==> src/rtl/mult_pkg.sv <==
// Shared types and constants for the sequential shift-add multiplier.
package mult_pkg;

  localparam int unsigned DEF_WIDTH = 16;
  localparam int unsigned PROD_W    = 2 * DEF_WIDTH;

  typedef enum logic [1:0] {
    IDLE = 2'b00,
    RUN  = 2'b01,
    DONE = 2'b10
  } state_e;

endpackage

==> src/rtl/seq_multiplier.sv <==
// Multi-cycle unsigned shift-add multiplier with fixed WIDTH-cycle latency.
// One operand pair is accepted per start; the product is held until the next completion.
module seq_multiplier
  import mult_pkg::*;
#(
  parameter int unsigned WIDTH = DEF_WIDTH,
  parameter int unsigned CNT_W = $clog2(WIDTH)
) (
  input  logic               clk,
  input  logic               rst,
  input  logic               start,
  input  logic [WIDTH-1:0]   a,
  input  logic [WIDTH-1:0]   b,
  output logic               busy,
  output logic               done,
  output logic [2*WIDTH-1:0] product,
  output logic [WIDTH-1:0]   product_lo,
  output logic               ovf
);

  localparam int unsigned PW = 2 * WIDTH;

  state_e            state_q;
  logic [PW-1:0]     acc_q;
  logic [PW-1:0]     mcand_q;
  logic [WIDTH-1:0]  mplier_q;
  logic [CNT_W-1:0]  cnt_q;
  logic [PW-1:0]     product_q;
  logic              ovf_q;
  logic [PW-1:0]     acc_d;

  // Conditional partial-product add for the current multiplier bit.
  always_comb begin
    acc_d = acc_q;
    if (mplier_q[0]) begin
      acc_d = acc_q + mcand_q;
    end
  end

  // Control FSM and shift-add datapath; completion edge captures the sum including its own add.
  always_ff @(posedge clk or negedge rst) begin
    if (!rst) begin
      state_q   <= IDLE;
      acc_q     <= '0;
      mcand_q   <= '0;
      mplier_q  <= '0;
      cnt_q     <= '0;
      product_q <= '0;
      ovf_q     <= 1'b0;
    end else begin
      case (state_q)
        IDLE, DONE: begin
          if (start) begin
            mcand_q  <= PW'(a);
            mplier_q <= b;
            acc_q    <= '0;
            cnt_q    <= '0;
            state_q  <= RUN;
          end else begin
            state_q  <= IDLE;
          end
        end
        RUN: begin
          acc_q    <= acc_d;
          mcand_q  <= mcand_q << 1;
          mplier_q <= mplier_q >> 1;
          cnt_q    <= cnt_q + CNT_W'(1);
          if (cnt_q == CNT_W'(WIDTH - 1)) begin
            product_q <= acc_d;
            ovf_q     <= |acc_d[PW-1:WIDTH];
            state_q   <= DONE;
          end
        end
        default: state_q <= IDLE;
      endcase
    end
  end

  assign busy       = (state_q == RUN);
  assign done       = (state_q == DONE);
  assign product    = product_q;
  assign product_lo = product_q[WIDTH-1:0];
  assign ovf        = ovf_q;

endmodule

==> config.mk <==
export PLATFORM = sky130hd
export DESIGN_NAME = seq_multiplier
export DESIGN_NICKNAME = d
export VERILOG_FILES = /design/src/rtl/mult_pkg.sv /design/src/rtl/seq_multiplier.sv
export SDC_FILE = /design/constraint.sdc
export NUM_CORES = 1
export LEC_CHECK = 0
export ABC_CLOCK_PERIOD_IN_PS = 3850
export CORE_AREA = 2 2 134 136
export CTS_CLUSTER_SIZE = 10
export DETAILED_ROUTE_END_ITERATION = 8
export DIE_AREA = 0 0 136 138
export GPL_TIMING_DRIVEN = 1
export PLACE_DENSITY = 0.63
export SYNTH_ARGS = -nofsm -noshare
export SYNTH_HDL_FRONTEND = slang
export SYNTH_SLANG_ARGS = --single-unit
==> constraint.sdc <==
create_clock -name clk -period 3.85 [get_ports clk]
set_input_delay 0.77 -clock clk [delete_from_list [all_inputs] [get_ports clk]]
set_output_delay 0.77 -clock clk [all_outputs]
set_load 0.01 [all_outputs]
==> out/metrics.csv <==
stage;metric;value;unit
floorplanning;ios;86;
final_layout;fin_area;8320;um^2
cts;clock_latency;0.42;ns
final_layout;drive_above_1_share;8.57;%
yosys;synth_compound_area_share;22.4;%
pwr;switching_power;3.80;mW
cts;numClockSinks;119;
pwr;combPwrFrac;56.0;%
routing;via_per_inst;5.43;
cts;cts_setup_buffers;0;
yosys;yosys_warnings;0;
cts;ctsHoldBuffers;0;
timing;fmax;279;MHz
worst_setup_path;criticalPathCategory;flip-flop to flip-flop;
hold_path;hold_path_class;primary input to asynchronous set/reset pin;
timing;period_share;93.2;%
yosys;syn_area;6820;um^2
grt;globalRouteOverflowTotal;0;
timing;hold_violations;0;
worst_setup_path;cp_top_family;compound AO/OA/AOI/OAI gates;
floorplanning;initial_core_util;38.9;%
routing;drt_iter0_markers;305;
pwr;power;8.57;mW
routing;drcViolationCount;0;
run_status;status;finished, final reports clean;
worst_setup_path;critPathCaptureType;flip-flop;
grt;grt_pass1_vias;5597;
grt;grt_pass1_wl;29.5;mm
worst_setup_path;slowest_delay;0.43;ns
grt;antenna_found_initial;1;
timing;fin_skew;0.00913;ns
floorplanning;fp.dieW;136;um
yosys;async_flop_share;100;%
pwr;p_int;4.77;mW
final_layout;syn2layout_area_growth;22.0;%
floorplanning;rows;49;
cts;cts_tree;done;
floorplanning;core-area;17500;um^2
pwr;switching_share;44.3;%
worst_setup_path;crit_required;4.14;ns
yosys;ys_seq_area_share;43.7;%
cts;post_cts_resized;0;
placement;place_area;7780;um^2
worst_setup_path;arrival;3.88;ns
grt;grt.busiest_layer;met2;
worst_setup_path;crit_chain;ha_1, fa_1, a21o_1, a221oi_2, o41a_4, a21oi_2, or4_4, a211oi_2, o221ai_2, a2111o_1, o32a_1;
yosys;syn_inst;738;
yosys;synthSimpleGateAreaFrac;15.4;%
worst_setup_path;cp_slowest_cell;or4_4;
placement;io_buffers;85;
pwr;power_density;1030;nW/um^2
yosys;synth_nets;806;
yosys;synth_area_leaders;dfrtp_1 44%, nand2_1 8.0%, ha_1 5.9%;
routing;ant_nets;0;
yosys;synth_xor_area_share;3.47;%
timing;tightest_slew;0.682;ns
timing;drv_slew;0;
timing;setup_viol_count_final;0;
worst_setup_path;critPathBufInv;0;
routing;drt-total-wl;17.7;mm
floorplanning;fp.dieH;138;um
routing;post_drt_wl_per_cell;17.1;um
grt;grt_max_degree;69;
run;cap_violations;0;
routing;drt_first_pass_iters;5;
worst_setup_path;critPathLaunchType;flip-flop;
routing;route.vias.total;5610;
placement;gp_congestion;0.919;
final_layout;fin_nets;861;
yosys;synth_area_per_cell;9.24;um^2
pwr;ir_drop;0.446;mV
yosys;synth_top_area_share;43.7;%
cts;cts_root_buffer;clkbuf_16;
pwr;pwr-share-clk;17.1;%
worst_setup_path;critPathMaxFanout;4;
placement;detailed_place_hpwl;12.4;mm
pwr;p_leak;3.75;nW
cts;cts.path.max_buffers;2;
yosys;yosys-mux-area-fraction;4.17;%
cts;clkTransAtPathRegs;0.06;ns
timing;fin_crit;3.59;ns
grt;grt_use_total;19.8;%
pwr;p_seq_share;26.9;%
timing;max_slew_margin;54.5;%
cts;h-tree-depth;4;
yosys;synth_cell_types;59;
yosys;synth_edf_count;0;
final_layout;num_antenna_cells;0;
yosys;yosys.area.top_type;dfrtp_1;
worst_setup_path;ff2ff_setup_slack;0.26;ns
yosys;synth-seq-cells;119;
grt;use_met3;5.28;%
grt;grt_use_met2;29.3;%
yosys;synthAdderAreaFrac;6.17;%
grt;met1_usage;28.7;%
timing;rsz0062_at_grt;no;
timing;fin_tns_setup;0;ns
yosys;synth_top_family_by_area;compound AO/OA/AOI/OAI gates;
cts;cts_buffers;17;
yosys;ys.flop_type;dfrtp_1;
floorplanning;die_area;18800;um^2
-- power by group through the flow --
stage	combinational [mW]	sequential (mW)	clock, mW
floorplan	3.34	2.26	0
global placement	4.76	2.31	0
detailed placement	4.79	2.32	0
CTS	4.80	2.31	1.49
global route	5.32	2.40	1.56
finish	4.81	2.31	1.46
-- sequential cells by signal, summed over array words and instances, names as in the netlist --
register  count
acc_q        32
cnt_q         4
mcand_q      32
mplier_q     16
ovf           1
product      32
state_q       2
-- cells by family after synthesis --
group / count (synthesis)
adders and majority gates: 33
DFF: 119
buffers and inverters: 70
AOI/OAI and AO/OA: 225
and+or+nand+nor: 236
muxes: 28
xor gates and xnor gates: 27
-- worst paths after layout --
kind | from | endpoint | cells past startpoint
setup reg to reg | acc_q[0] | ovf | 11
setup / recovery | acc_q[0] | ovf | 11
hold / removal | rst | product[21] | 1
min in group clk | product[19] | product[19] | 2
max in group asynchronous | rst | mplier_q[0] | 2
hold reg to reg | product[19] | product[19] | 2
-- cells in the mapped netlist, types with 13 or more instances --
cell	number
nand2_1	145
dfrtp_1	119
o21ai_0	68
a21oi_1	41
clkbuf_1	40
ha_1	32
a22oi_1	30
mux2i_1	25
a22o_1	21
nor2_1	20
nand3_1	17
buf_4	16
xor2_1	14
and3_1	13
xnor2_1	13
-- layout make-up --
type,count,area [um^2]
fill,1729,9220
sequential,119,2980
clock buffer,21,460
inverter,9,33.8
multi-input combinational,549,3530
timing repair buffer,97,951
tap,229,287
clock inverter,10,80.1
-- placed cells by master, fill, tap and decap left out, types with 4 or more instances in the layout --
cell             synthesis  layout
a211oi_1                 5       5
a21o_1                   8       8
a21oi_1                 41      41
a22o_1                  21      21
a22oi_1                 30      30
a31o_2                   6       6
and3_1                  13      13
buf_4                   16      12
clkbuf_16                0      17
clkdlybuf4s50_1          0      84
clkinv_2                 0       7
dfrtp_1                119     118
ha_1                    32      32
inv_1                    9       8
mux2i_1                 25      25
nand2_1                145     144
nand2b_1                 5       5
nand3_1                 17      17
nand4_1                 11      11
nor2_1                  20      19
nor3_1                  11      11
o211ai_1                 7       7
o21ai_0                 68      68
o21ai_1                  4       4
o21bai_1                 5       5
xnor2_1                 13      13
xor2_1                  14      14
-- layer usage --
layer | part of all wire (%) | wire (um) | vias to the layer above
li1 | - | - | 2766
met1 | 49 | 8730 | 2691
met2 | 45 | 7910 | 135
met3 | 5.0 | 885 | 16
met4 | 0.85 | 150 | 2
met5 | 0.068 | 12 | -
-- through the flow --
| step | setup WS, ns | hold WS [ns] | cells | util, % |
|---|---|---|---|---|
| after CTS | 0.271 | 0.402 | 1034 | 47.4 |
| after floorplan | 0.567 | 0.446 | 738 | - |
| after global placement | 0.387 | 0.459 | 1003 | 44.4 |
| after detailed placement | 0.345 | 0.467 | 1003 | 44.4 |
| after global routing | 0.112 | 0.426 | 1034 | 47.4 |
| final | 0.261 | 0.380 | 1034 | 47.4 |
(Power assumes the default switching activity.)
